===== config.mk =====
export PLATFORM = sky130hd
export DESIGN_NAME = exe_stage
export DESIGN_NICKNAME = d
export VERILOG_FILES = /design/src/rtl/exe_stage_pkg.sv /design/src/rtl/exe_stage_div_iter.sv /design/src/rtl/exe_stage.sv
export SDC_FILE = /design/constraint.sdc
export NUM_CORES = 2
export LEC_CHECK = 0
export ABC_AREA = 0
export CAP_MARGIN = 0
export CORE_AREA = 2 2 412 414
export CTS_CLUSTER_DIAMETER = 30
export DETAILED_ROUTE_END_ITERATION = 12
export DIE_AREA = 0 0 414 416
export SLEW_MARGIN = 20
export SYNTH_ARGS = -nofsm -noshare
export SYNTH_HDL_FRONTEND = slang
export SYNTH_SLANG_ARGS = --single-unit

===== constraint.sdc =====
create_clock -name clk -period 14.1 [get_ports clk]
set_clock_uncertainty 0.05 [all_clocks]
set_input_delay 1.41 -clock clk [delete_from_list [all_inputs] [get_ports clk]]
set_output_delay 1.41 -clock clk [all_outputs]
set_load 0.05 [all_outputs]

===== src/rtl/exe_stage_pkg.sv =====
// Shared constants, bundle layouts and helpers for the execute stage.
package exe_stage_pkg;

  localparam int DS_TO_ES_BUS_WD = 145;
  localparam int ES_TO_MS_BUS_WD = 71;
  localparam int STUCK_BUS_WD    = 38;
  localparam int ALU_OP_WD       = 12;

  // One-hot bit positions of the ALU operation code.
  localparam int ALU_ADD  = 0;
  localparam int ALU_SUB  = 1;
  localparam int ALU_SLT  = 2;
  localparam int ALU_SLTU = 3;
  localparam int ALU_AND  = 4;
  localparam int ALU_NOR  = 5;
  localparam int ALU_OR   = 6;
  localparam int ALU_XOR  = 7;
  localparam int ALU_SLL  = 8;
  localparam int ALU_SRL  = 9;
  localparam int ALU_SRA  = 10;
  localparam int ALU_LUI  = 11;

  // Decode-to-execute bundle, most significant field first.
  typedef struct packed {
    logic                 mfhi;
    logic                 mflo;
    logic                 mthi;
    logic                 mtlo;
    logic                 divu;
    logic                 div;
    logic                 multu;
    logic                 mult;
    logic                 src2_ze_imm;
    logic [ALU_OP_WD-1:0] alu_op;
    logic                 load_op;
    logic                 src1_is_sa;
    logic                 src1_is_pc;
    logic                 src2_is_imm;
    logic                 src2_is_8;
    logic                 gr_we;
    logic                 mem_we;
    logic [4:0]           dest;
    logic [15:0]          imm;
    logic [31:0]          rs_value;
    logic [31:0]          rt_value;
    logic [31:0]          pc;
  } ds_to_es_t;

  typedef enum logic [1:0] {
    DIV_IDLE = 2'd0,
    DIV_BUSY = 2'd1,
    DIV_DONE = 2'd2
  } div_state_e;

  // Two's-complement negate when cond is set.
  function automatic logic [31:0] neg_if(input logic cond, input logic [31:0] val);
    logic [31:0] res;
    if (cond) begin
      res = ~val + 32'd1;
    end else begin
      res = val;
    end
    return res;
  endfunction

endpackage


===== src/rtl/exe_stage_div_iter.sv =====
// Iterative restoring divider: 32 shift/subtract steps on operand magnitudes,
// sign fix-up applied on the output side.
module div_iter
  import exe_stage_pkg::*;
(
  input  logic        clk,
  input  logic        reset,
  input  logic        start,
  input  logic        ack,
  input  logic        sign_mode,
  input  logic [31:0] dividend,
  input  logic [31:0] divisor,
  output logic [31:0] quotient,
  output logic [31:0] remainder,
  output logic        done
);

  div_state_e  state_r;
  logic [4:0]  cnt_r;
  logic [31:0] quo_r;
  logic [31:0] rem_r;
  logic [31:0] dsr_r;

  logic [31:0] dividend_abs_s;
  logic [31:0] divisor_abs_s;
  logic [32:0] rem_shift_s;
  logic        sub_ok_s;
  logic [31:0] diff_s;
  logic [31:0] rem_next_s;
  logic        div_zero_s;

  // Operand magnitudes and one restoring step of the shift/subtract datapath.
  always_comb begin
    dividend_abs_s = neg_if(sign_mode & dividend[31], dividend);
    divisor_abs_s  = neg_if(sign_mode & divisor[31], divisor);
    rem_shift_s    = {rem_r, quo_r[31]};
    sub_ok_s       = (rem_shift_s >= {1'b0, dsr_r});
    diff_s         = rem_shift_s[31:0] - dsr_r;
    if (sub_ok_s) begin
      rem_next_s = diff_s;
    end else begin
      rem_next_s = rem_shift_s[31:0];
    end
  end

  // Divider FSM: latch magnitudes, run 32 steps, hold result until the instruction retires.
  always_ff @(posedge clk or posedge reset) begin
    if (reset) begin
      state_r <= DIV_IDLE;
      cnt_r   <= 5'd0;
      quo_r   <= 32'd0;
      rem_r   <= 32'd0;
      dsr_r   <= 32'd0;
    end else begin
      case (state_r)
        DIV_IDLE: begin
          if (start) begin
            quo_r   <= dividend_abs_s;
            rem_r   <= 32'd0;
            dsr_r   <= divisor_abs_s;
            cnt_r   <= 5'd0;
            state_r <= DIV_BUSY;
          end
        end
        DIV_BUSY: begin
          quo_r <= {quo_r[30:0], sub_ok_s};
          rem_r <= rem_next_s;
          if (cnt_r == 5'd31) begin
            state_r <= DIV_DONE;
          end else begin
            cnt_r <= cnt_r + 5'd1;
          end
        end
        DIV_DONE: begin
          if (ack) begin
            state_r <= DIV_IDLE;
          end
        end
        default: state_r <= DIV_IDLE;
      endcase
    end
  end

  // Divisor zero yields all-ones quotient and the raw dividend; otherwise apply sign rules.
  // The operand inputs come from the held stage bundle, so they are stable while DONE.
  always_comb begin
    div_zero_s = (dsr_r == 32'd0);
    if (div_zero_s) begin
      quotient  = 32'hFFFF_FFFF;
      remainder = dividend;
    end else begin
      quotient  = neg_if(sign_mode & (dividend[31] ^ divisor[31]), quo_r);
      remainder = neg_if(sign_mode & dividend[31], rem_r);
    end
  end

  assign done = (state_r == DIV_DONE);

endmodule


===== src/rtl/exe_stage.sv =====
// Execute stage: operand selection, ALU, HI/LO with multiply/divide, data SRAM
// request, memory-stage bundle and forwarding bus back to decode.
module exe_stage #(
  parameter int DS_TO_ES_BUS_WD = exe_stage_pkg::DS_TO_ES_BUS_WD,
  parameter int ES_TO_MS_BUS_WD = exe_stage_pkg::ES_TO_MS_BUS_WD
) (
  input  logic                       clk,
  input  logic                       reset,
  input  logic                       ms_allowin,
  output logic                       es_allowin,
  input  logic                       ds_to_es_valid,
  input  logic [DS_TO_ES_BUS_WD-1:0] ds_to_es_bus,
  output logic                       es_to_ms_valid,
  output logic [ES_TO_MS_BUS_WD-1:0] es_to_ms_bus,
  output logic [37:0]                stuck_es_to_ds_bus,
  output logic                       data_sram_en,
  output logic [3:0]                 data_sram_wen,
  output logic [31:0]                data_sram_addr,
  output logic [31:0]                data_sram_wdata
);
  import exe_stage_pkg::*;

  logic        es_valid_r;
  ds_to_es_t   es_bus_r;
  logic [31:0] hi_r;
  logic [31:0] lo_r;

  logic        is_div_s;
  logic        div_done_s;
  logic        es_ready_go_s;
  logic        es_leave_s;
  logic        div_start_s;
  logic [31:0] src1_s;
  logic [31:0] src2_s;
  logic [31:0] alu_result_s;
  logic [31:0] es_result_s;
  logic [31:0] quot_s;
  logic [31:0] rem_s;
  logic [63:0] mul_a_s;
  logic [63:0] mul_b_s;
  logic [63:0] mul_prod_s;
  logic [31:0] add_sub_s;
  logic [31:0] sra_s;
  logic        slt_s;
  logic        sltu_s;

  assign is_div_s       = es_bus_r.div | es_bus_r.divu;
  assign es_ready_go_s  = is_div_s ? div_done_s : 1'b1;
  assign es_allowin     = !es_valid_r || (es_ready_go_s && ms_allowin);
  assign es_to_ms_valid = es_valid_r && es_ready_go_s;
  assign es_leave_s     = es_to_ms_valid && ms_allowin;
  assign div_start_s    = es_valid_r && is_div_s;

  // Stage occupancy follows the upstream valid whenever this stage can accept.
  always_ff @(posedge clk or posedge reset) begin
    if (reset) begin
      es_valid_r <= 1'b0;
    end else if (es_allowin) begin
      es_valid_r <= ds_to_es_valid;
    end
  end

  // Bundle register captures the decode bundle only on an accepted transfer.
  always_ff @(posedge clk or posedge reset) begin
    if (reset) begin
      es_bus_r <= '0;
    end else if (ds_to_es_valid && es_allowin) begin
      es_bus_r <= ds_to_es_bus;
    end
  end

  // Operand selection for the ALU.
  always_comb begin
    if (es_bus_r.src1_is_sa) begin
      src1_s = {27'd0, es_bus_r.imm[10:6]};
    end else if (es_bus_r.src1_is_pc) begin
      src1_s = es_bus_r.pc;
    end else begin
      src1_s = es_bus_r.rs_value;
    end
    if (es_bus_r.src2_is_imm) begin
      src2_s = {{16{es_bus_r.imm[15]}}, es_bus_r.imm};
    end else if (es_bus_r.src2_ze_imm) begin
      src2_s = {16'd0, es_bus_r.imm};
    end else if (es_bus_r.src2_is_8) begin
      src2_s = 32'd8;
    end else begin
      src2_s = es_bus_r.rt_value;
    end
  end

  // One-hot ALU: each operation is masked by its op bit and the results OR-ed.
  always_comb begin
    if (es_bus_r.alu_op[ALU_ADD]) begin
      add_sub_s = src1_s + src2_s;
    end else begin
      add_sub_s = src1_s - src2_s;
    end
    slt_s  = ($signed(src1_s) < $signed(src2_s));
    sltu_s = (src1_s < src2_s);
    sra_s  = $unsigned($signed(src2_s) >>> src1_s[4:0]);
    alu_result_s = ({32{es_bus_r.alu_op[ALU_ADD] | es_bus_r.alu_op[ALU_SUB]}} & add_sub_s)
                 | ({32{es_bus_r.alu_op[ALU_SLT]}}  & {31'd0, slt_s})
                 | ({32{es_bus_r.alu_op[ALU_SLTU]}} & {31'd0, sltu_s})
                 | ({32{es_bus_r.alu_op[ALU_AND]}}  & (src1_s & src2_s))
                 | ({32{es_bus_r.alu_op[ALU_NOR]}}  & ~(src1_s | src2_s))
                 | ({32{es_bus_r.alu_op[ALU_OR]}}   & (src1_s | src2_s))
                 | ({32{es_bus_r.alu_op[ALU_XOR]}}  & (src1_s ^ src2_s))
                 | ({32{es_bus_r.alu_op[ALU_SLL]}}  & (src2_s << src1_s[4:0]))
                 | ({32{es_bus_r.alu_op[ALU_SRL]}}  & (src2_s >> src1_s[4:0]))
                 | ({32{es_bus_r.alu_op[ALU_SRA]}}  & sra_s)
                 | ({32{es_bus_r.alu_op[ALU_LUI]}}  & {src2_s[15:0], 16'd0});
  end

  // A single 64x64 multiplier: sign-extending for mult gives the signed product in the low 64 bits.
  always_comb begin
    mul_a_s    = {{32{es_bus_r.mult & es_bus_r.rs_value[31]}}, es_bus_r.rs_value};
    mul_b_s    = {{32{es_bus_r.mult & es_bus_r.rt_value[31]}}, es_bus_r.rt_value};
    mul_prod_s = mul_a_s * mul_b_s;
  end

  div_iter u_div_iter (
    .clk       (clk),
    .reset     (reset),
    .start     (div_start_s),
    .ack       (es_leave_s),
    .sign_mode (es_bus_r.div),
    .dividend  (es_bus_r.rs_value),
    .divisor   (es_bus_r.rt_value),
    .quotient  (quot_s),
    .remainder (rem_s),
    .done      (div_done_s)
  );

  // HI/LO commit only as the owning instruction leaves the stage.
  always_ff @(posedge clk or posedge reset) begin
    if (reset) begin
      hi_r <= 32'd0;
      lo_r <= 32'd0;
    end else if (es_leave_s) begin
      if (es_bus_r.mthi) begin
        hi_r <= es_bus_r.rs_value;
      end else if (es_bus_r.mult | es_bus_r.multu) begin
        hi_r <= mul_prod_s[63:32];
      end else if (is_div_s) begin
        hi_r <= rem_s;
      end
      if (es_bus_r.mtlo) begin
        lo_r <= es_bus_r.rs_value;
      end else if (es_bus_r.mult | es_bus_r.multu) begin
        lo_r <= mul_prod_s[31:0];
      end else if (is_div_s) begin
        lo_r <= quot_s;
      end
    end
  end

  // Stage result: HI/LO moves override the ALU.
  always_comb begin
    if (es_bus_r.mfhi) begin
      es_result_s = hi_r;
    end else if (es_bus_r.mflo) begin
      es_result_s = lo_r;
    end else begin
      es_result_s = alu_result_s;
    end
  end

  assign es_to_ms_bus = {es_bus_r.load_op, es_bus_r.gr_we, es_bus_r.dest, es_result_s, es_bus_r.pc};

  assign stuck_es_to_ds_bus = {es_valid_r && es_bus_r.load_op,
                               (es_valid_r && es_bus_r.gr_we) ? es_bus_r.dest : 5'd0,
                               es_result_s};

  assign data_sram_en    = es_valid_r;
  assign data_sram_wen   = (es_valid_r && es_bus_r.mem_we) ? 4'hF : 4'h0;
  assign data_sram_addr  = alu_result_s;
  assign data_sram_wdata = es_bus_r.rt_value;

endmodule


# Word level (Yosys, flattened, before mapping)
# Index checks and enable logic that the tools add are counted.
# totals
reg_bits	313
input_bits	149
elab_cells	146
# op_classes
n_addsub	8
multipliers	1
magnitude_cmp	3
n_eq_ne	7
n_shift	3
mux	35
bitwise_logic	38
reduce_logical	21
# ops
operator	n
$mux W32	23
$or A32 B32 Y32	11
$and A32 B32 Y32	10
$not A32 Y32	5
$add A32 B1 Y32 const B	4
$pmux W32 S2	2
$and A32 B1 Y32	2
$lt A32 B32 Y1	2
$mul A33 B33 Y64	1
$sub A32 B32 Y32	2
$ge A33 B32 Y1	1
$add A32 B32 Y32	1
$logic_not A32 Y1	1
$shl A32 B5 Y32	1
$shr A32 B5 Y32	1
$sshr A32 B5 Y32	1
$xor A32 B32 Y32	1
$mux W5	3
$pmux W5 S2	1
$logic_and A1 B1 Y1	8
$reduce_and A2 Y1	4
$mux W2	3
$pmux W2 S3	1
$reduce_and A3 Y1	2
other kinds (16)	25

# Longest topological paths before layout
# logic_depth
word_depth	18
depth_mapped	32
depth_no_buf	29

# Hierarchy
# A second synthesis with hierarchy kept.
# unflattened
cells_unflattened	7868
hier_area_um2	67499.7
# modules_own_cells
module	n_inst	cells_per_inst	area_per_inst_um2	seq_area_each_um2
exe_stage	1	6676	58249.6	5255.0
div_iter	1	1192	9250.1	2577.5

# Least setup slack after synthesis
# Ideal clock, no wire load.
# synth_timing
path_kind	reg2reg
from	register es_bus_r[95] in the netlist's numbering
to	register hi_r[30]
t_arrival_ns	8.195
required_time_ns	13.924
setup_slack_ns	5.728
stages_incl_launch_ff	31
n_path_buf	2
synth_period_minus_slack_ns	8.372
cell_sequence	dfrtp_1 > clkbuf_1 > and2_1 > clkbuf_1 > nand2_1 > inv_1 > fa_1 > inv_1 > fa_1 > inv_1 > fa_1 > fa_1 > inv_1 > fa_1 > inv_1 > fa_1 > inv_1 > fa_1 > fa_1 > inv_1 > ha_1 > inv_1 > nor2_1 > and2_1 > a211o_1 > o2bb2ai_1 > or3_1 > a31oi_1 > nor4_1 > nor4bb_1 > nor2_1
# synth_via
elab_chain_len	6
# synth_lines
item	line_no	rtl
from (decl)	exe_stage.sv:24	ds_to_es_t es_bus_r;
from (signal assigned)	exe_stage.sv:68	es_bus_r <= ds_to_es_bus;
parallel branches: the longest is 4 deep, another holds $mul A33 B33 Y64	--	
$mux W32 (*)	exe_stage.sv:143	end else if (es_bus_r.mult | es_bus_r.multu) begin
$mux W32 (*)	exe_stage.sv:141	if (es_bus_r.mthi) begin
to (signal assigned)	exe_stage.sv:142	hi_r <= es_bus_r.rs_value;
to (signal assigned)	exe_stage.sv:144	hi_r <= mul_prod_s[63:32];
to (signal assigned)	exe_stage.sv:146	hi_r <= rem_s;
to (decl)	exe_stage.sv:25	logic [31:0] hi_r;
# Mark *: on every way between the ends. The select of a mux whose other input is x is not followed.
# A chain may end at the register's enable or synchronous reset.

# Worst setup path after layout
# layout_timing
from	register es_bus_r[121] in the netlist's numbering
to	output es_to_ms_bus[59]
# layout_via
elab_chain_len	17
# layout_lines
item	line_no	rtl
$mux W32 (*)	exe_stage.sv:76	end else if (es_bus_r.src1_is_pc) begin
$mux W32 (*)	exe_stage.sv:74	if (es_bus_r.src1_is_sa) begin
$sub A32 B32 Y32 / $add A32 B32 Y32 (equally long branches)	exe_stage.sv:97, exe_stage.sv:95	
$mux W32	exe_stage.sv:94	if (es_bus_r.alu_op[ALU_ADD]) begin
$and A32 B32 Y32	exe_stage.sv:102	alu_result_s = ({32{es_bus_r.alu_op[ALU_ADD] | es_bus_r.alu_op[ALU_SUB]}} & add_sub_s)
$or A32 B32 Y32	exe_stage.sv:103	| ({32{es_bus_r.alu_op[ALU_SLT]}} & {31'd0, slt_s})
$or A32 B32 Y32	exe_stage.sv:104	| ({32{es_bus_r.alu_op[ALU_SLTU]}} & {31'd0, sltu_s})
$or A32 B32 Y32	exe_stage.sv:105	| ({32{es_bus_r.alu_op[ALU_AND]}} & (src1_s & src2_s))
$or A32 B32 Y32	exe_stage.sv:106	| ({32{es_bus_r.alu_op[ALU_NOR]}} & ~(src1_s | src2_s))
$or A32 B32 Y32	exe_stage.sv:107	| ({32{es_bus_r.alu_op[ALU_OR]}} & (src1_s | src2_s))
$or A32 B32 Y32	exe_stage.sv:108	| ({32{es_bus_r.alu_op[ALU_XOR]}} & (src1_s ^ src2_s))
$or A32 B32 Y32	exe_stage.sv:109	| ({32{es_bus_r.alu_op[ALU_SLL]}} & (src2_s << src1_s[4:0]))
$or A32 B32 Y32	exe_stage.sv:110	| ({32{es_bus_r.alu_op[ALU_SRL]}} & (src2_s >> src1_s[4:0]))
$or A32 B32 Y32 (*)	exe_stage.sv:111	| ({32{es_bus_r.alu_op[ALU_SRA]}} & sra_s)
$or A32 B32 Y32 (*)	exe_stage.sv:112	| ({32{es_bus_r.alu_op[ALU_LUI]}} & {src2_s[15:0], 16'd0});
$mux W32 (*)	exe_stage.sv:162	end else if (es_bus_r.mflo) begin
$mux W32 (*)	exe_stage.sv:160	if (es_bus_r.mfhi) begin
to (decl)	exe_stage.sv:14	output logic [ES_TO_MS_BUS_WD-1:0] es_to_ms_bus,
# Mark *: on every way between the ends. The rest lies on a longest branch, timed or not.

==> out/results.tsv <==
stage	metric	value	unit
yosys	synthesis.area	66900	µm²
cells_and_area	layout-drive-gt1-share	7.77	%
worst_setup_path	cp.arrival	8.49	ns
yosys	ys_seq_area_share	11.7	%
yosys	synth_top_cell_by_area	sky130_fd_sc_hd__fa_1	
cells_and_area	area.growth.synth_to_final	12.6	%
worst_setup_path	cp_num_buf_inv	4	
cells_and_area	area_of_combinational_cells_with_multiple_inputs	51200	µm²
detailed_routing	drt_drc_violations_left	0	
grt	grt_max_degree	110	
detailed_routing	totalWireLength	268000	µm
detailed_routing	routed_wire_length_per_instance	26.6	µm
clock_tree	post_cts_resize_count	0	
worst_setup_path	worst_path_top_cell_family_by_delay	compound AO/OA/AOI/OAI gates	
timing	finalHoldViolations	0	
grt	first_global_vias	58800	
yosys	netlist.area_leader.share	33.8	%
clock_tree	clock_sink_count	313	
detailed_routing	detailroute.via_count	57600	
detailed_routing	ant_nets	0	
die	die_area	172000	µm²
clock_tree	cts_inserted_buffers	110	
timing	setup-tns-final	0	ns
yosys	synth_cells	7827	
yosys	synthDistinctLibCells	106	
worst_setup_path	cp.required	12.64	ns
yosys	postSynthNetCount	9452	
yosys	yosys.cell_count.top_type	sky130_fd_sc_hd__inv_1	
min_path	hold_path_startpoint	lo_r[26]	
worst_setup_path	path_max_fanout	54	
cells_and_area	nets	9394	
worst_setup_path	worst_path_max_delay_cell	sky130_fd_sc_hd__clkdlybuf4s50_1	
yosys	synth_flop_cell	sky130_fd_sc_hd__dfrtp_1	
timing	drv_slew	0	
worst_setup_path	cpPeakStageDelay	0.96	ns
timing	period_needed	9.95	ns
grt	antenna_found_initial	15	
detailed_routing	drt-initial-drc-count	5818	
grt	overflow	0	
min_path	worst_hold_path.endpoint	lo_r[26]	
timing	worstMarginPinSlew	1.16	ns
die	start_util	39.8	%
timing	slew_limit_headroom	22.9	%
die	design.core.area	168000	µm²
die	die_h	416	µm
worst_setup_path	r2r-start	es_bus_r[137]	
worst_setup_path	reg2reg_setup_slack	4.41	ns
yosys	synth_area_per_cell	8.54	µm²
timing	setup-violations-final	0	
job	max_cap_violations	0	
detailed_routing	detail_route.first_pass.iterations	6	
clock_tree	cts.repair_timing.setup_buffer_count	0	
clock_tree	cts.path.max_buffers	3	
clock_tree	path_clk_slew	0.04	ns
worst_setup_path	timing.rr.end	hi_r[30]	
worst_setup_path	worst-r2r-cell-count	29	
worst_setup_path	crit_chain	buf_4 -> mux2i_1 -> o21a_1 -> buf_4 -> clkinv_1 -> ha_1 -> o21ai_0 -> o21ai_0 -> a211oi_1 -> o21a_1 -> o22ai_1 -> a22oi_1 -> o31ai_1 -> a211oi_1 -> nor4b_1 -> o31ai_1 -> clkdlybuf4s50_1	
clock_tree	tritoncts	done	
min_path	holdCritPathClass	register to register	
clock_tree	cts_max_level	3	
grt	grt_pass1_wl	397000	µm
yosys	ys_async_sr_fraction	100	%
yosys	ys_top_cells_by_area	sky130_fd_sc_hd__fa_1, sky130_fd_sc_hd__dfrtp_1, sky130_fd_sc_hd__inv_1, sky130_fd_sc_hd__ha_1, sky130_fd_sc_hd__nand2_1	
die	ios	329	
yosys	synth-seq-cells	313	
timing	grt_setup_unrepaired	false	
worst_setup_path	timing.critical_path.to_type	output port	
placed_design	port_buffers	328	
placed_design	gp_congestion	1.01	
grt	global_route.usage.total	30.9	%
clock_tree	root_buffer	sky130_fd_sc_hd__clkbuf_16	
timing	maxClockFrequency	100	MHz
die	die_x	414	µm
worst_setup_path	critical_path.startpoint_type	register	
yosys	ys_top_cells_by_count	sky130_fd_sc_hd__inv_1, sky130_fd_sc_hd__fa_1, sky130_fd_sc_hd__nand2_1, sky130_fd_sc_hd__clkbuf_1, sky130_fd_sc_hd__and2_1	
cells_and_area	fillCellCount	16500	
status	status	finished, final reports clean	
worst_setup_path	critPathKind	register to output port	
die	std_cell_rows	151	
min_path	hold_path_depth	2	
yosys	ys.warnings.count	0	
placed_design	dp_hpwl	205000	µm
timing	min_period_over_period	70.6	%
detailed_routing	via_per_instance_ratio	5.71	
clock_tree	postCtsHoldBufs	0	
yosys	synth-edff-count	0	
clock_tree	worstSkewPairLatency	0.77	ns
cells_and_area	final-seq-area	7900	µm²
==> final cells by class <==
| cell class | instances | area share (%) |
|---|---|---|
| flip-flops and latches | 313 | 10.5 |
| clock buffers | 143 | 4.06 |
| repair buffers | 471 | 5.79 |
| inverters | 1288 | 6.43 |
| multi-input cells | 5585 | 68.0 |
| clock inverters | 63 | 1.49 |
| well taps | 2218 | 3.69 |
| diodes | 6 | 0.0199 |
==> per-layer routing <==
metal  wire, µm  vias up  global-route usage, %
met5         83        -                      0
li1           -    24700                      -
met3      24900      642                   6.61
met4      16200       12                   16.3
met2     120000     2931                   48.7
met1     107000    29300                   40.0
==> how the worst max path moves through the flow <==
stage,depth (start not counted),end,slack (ns),start
after floorplan,1,data_sram_en,3.98,reset
after global placement,29,hi_r[30],4.56,es_bus_r[137]
after detailed placement,29,hi_r[30],4.47,es_bus_r[137]
after CTS,17,es_to_ms_bus[59],4.24,es_bus_r[121]
after global routing,18,es_to_ms_bus[57],3.88,es_bus_r[121]
final,17,es_to_ms_bus[59],4.15,es_bus_r[121]
==> flip-flops by register name (all words and copies together), names as in the netlist <==
signal              cells
es_bus_r               74
es_to_ms_bus           39
data_sram_wdata        32
hi_r                   32
lo_r                   32
u_div_iter.dsr_r       32
u_div_iter.quo_r       32
u_div_iter.rem_r       32
u_div_iter.cnt_r        5
u_div_iter.state_r      2
data_sram_en            1
==> worst min-delay path: stages, from the launching register on <==
cell	delay, ns
sky130_fd_sc_hd__dfrtp_1	0.33
sky130_fd_sc_hd__nand2_1	0.05
sky130_fd_sc_hd__o21ai_0	0.06
==> cells by family (layout without fill, tap and decap cells) <==
kind of cell,after synthesis,after routing,synth area share (%)
fa+ha+maj,1476,1476,40.3
compound gates,1313,1313,12.4
buf+inv,1929,1965,11.8
mux,308,308,4.94
simple gates,2223,2223,15.3
xor+xnor,265,265,3.47
flops,313,313,11.7
other cells,0,6,0
==> through the flow <==
step | utilization (%) | cell area [µm²] | instances | worst slack (ns) | hold slack (ns)
after global placement | 42.3 | 71100 | 9875 | 4.56 | 0.402
after global routing | 44.8 | 75200 | 10100 | 3.88 | 0.455
after CTS | 44.8 | 75200 | 10100 | 4.24 | 0.422
after floorplan | - | 66900 | 7827 | 3.98 | 0.391
final | 44.8 | 75300 | 10100 | 4.15 | 0.423
after detailed placement | 42.3 | 71100 | 9875 | 4.47 | 0.412
==> cell usage in the layout, fill, tap and decap left out, drive strengths merged, types with 171 or more instances in the layout <==
| master | synthesis | final |
|---|---|---|
| o21ai | 421 | 421 |
| ha | 348 | 348 |
| dfrtp | 313 | 313 |
| fa | 1128 | 1128 |
| inv | 1282 | 1282 |
| and2 | 352 | 352 |
| nand2 | 1110 | 1110 |
| nor2 | 318 | 318 |
| xnor2 | 171 | 171 |
| clkdlybuf4s50 | 0 | 328 |
| a21oi | 304 | 304 |
Power is left out: the tool's default activity adds up to more than one toggle a clock period on the data nets, which glitch-free logic cannot reach.
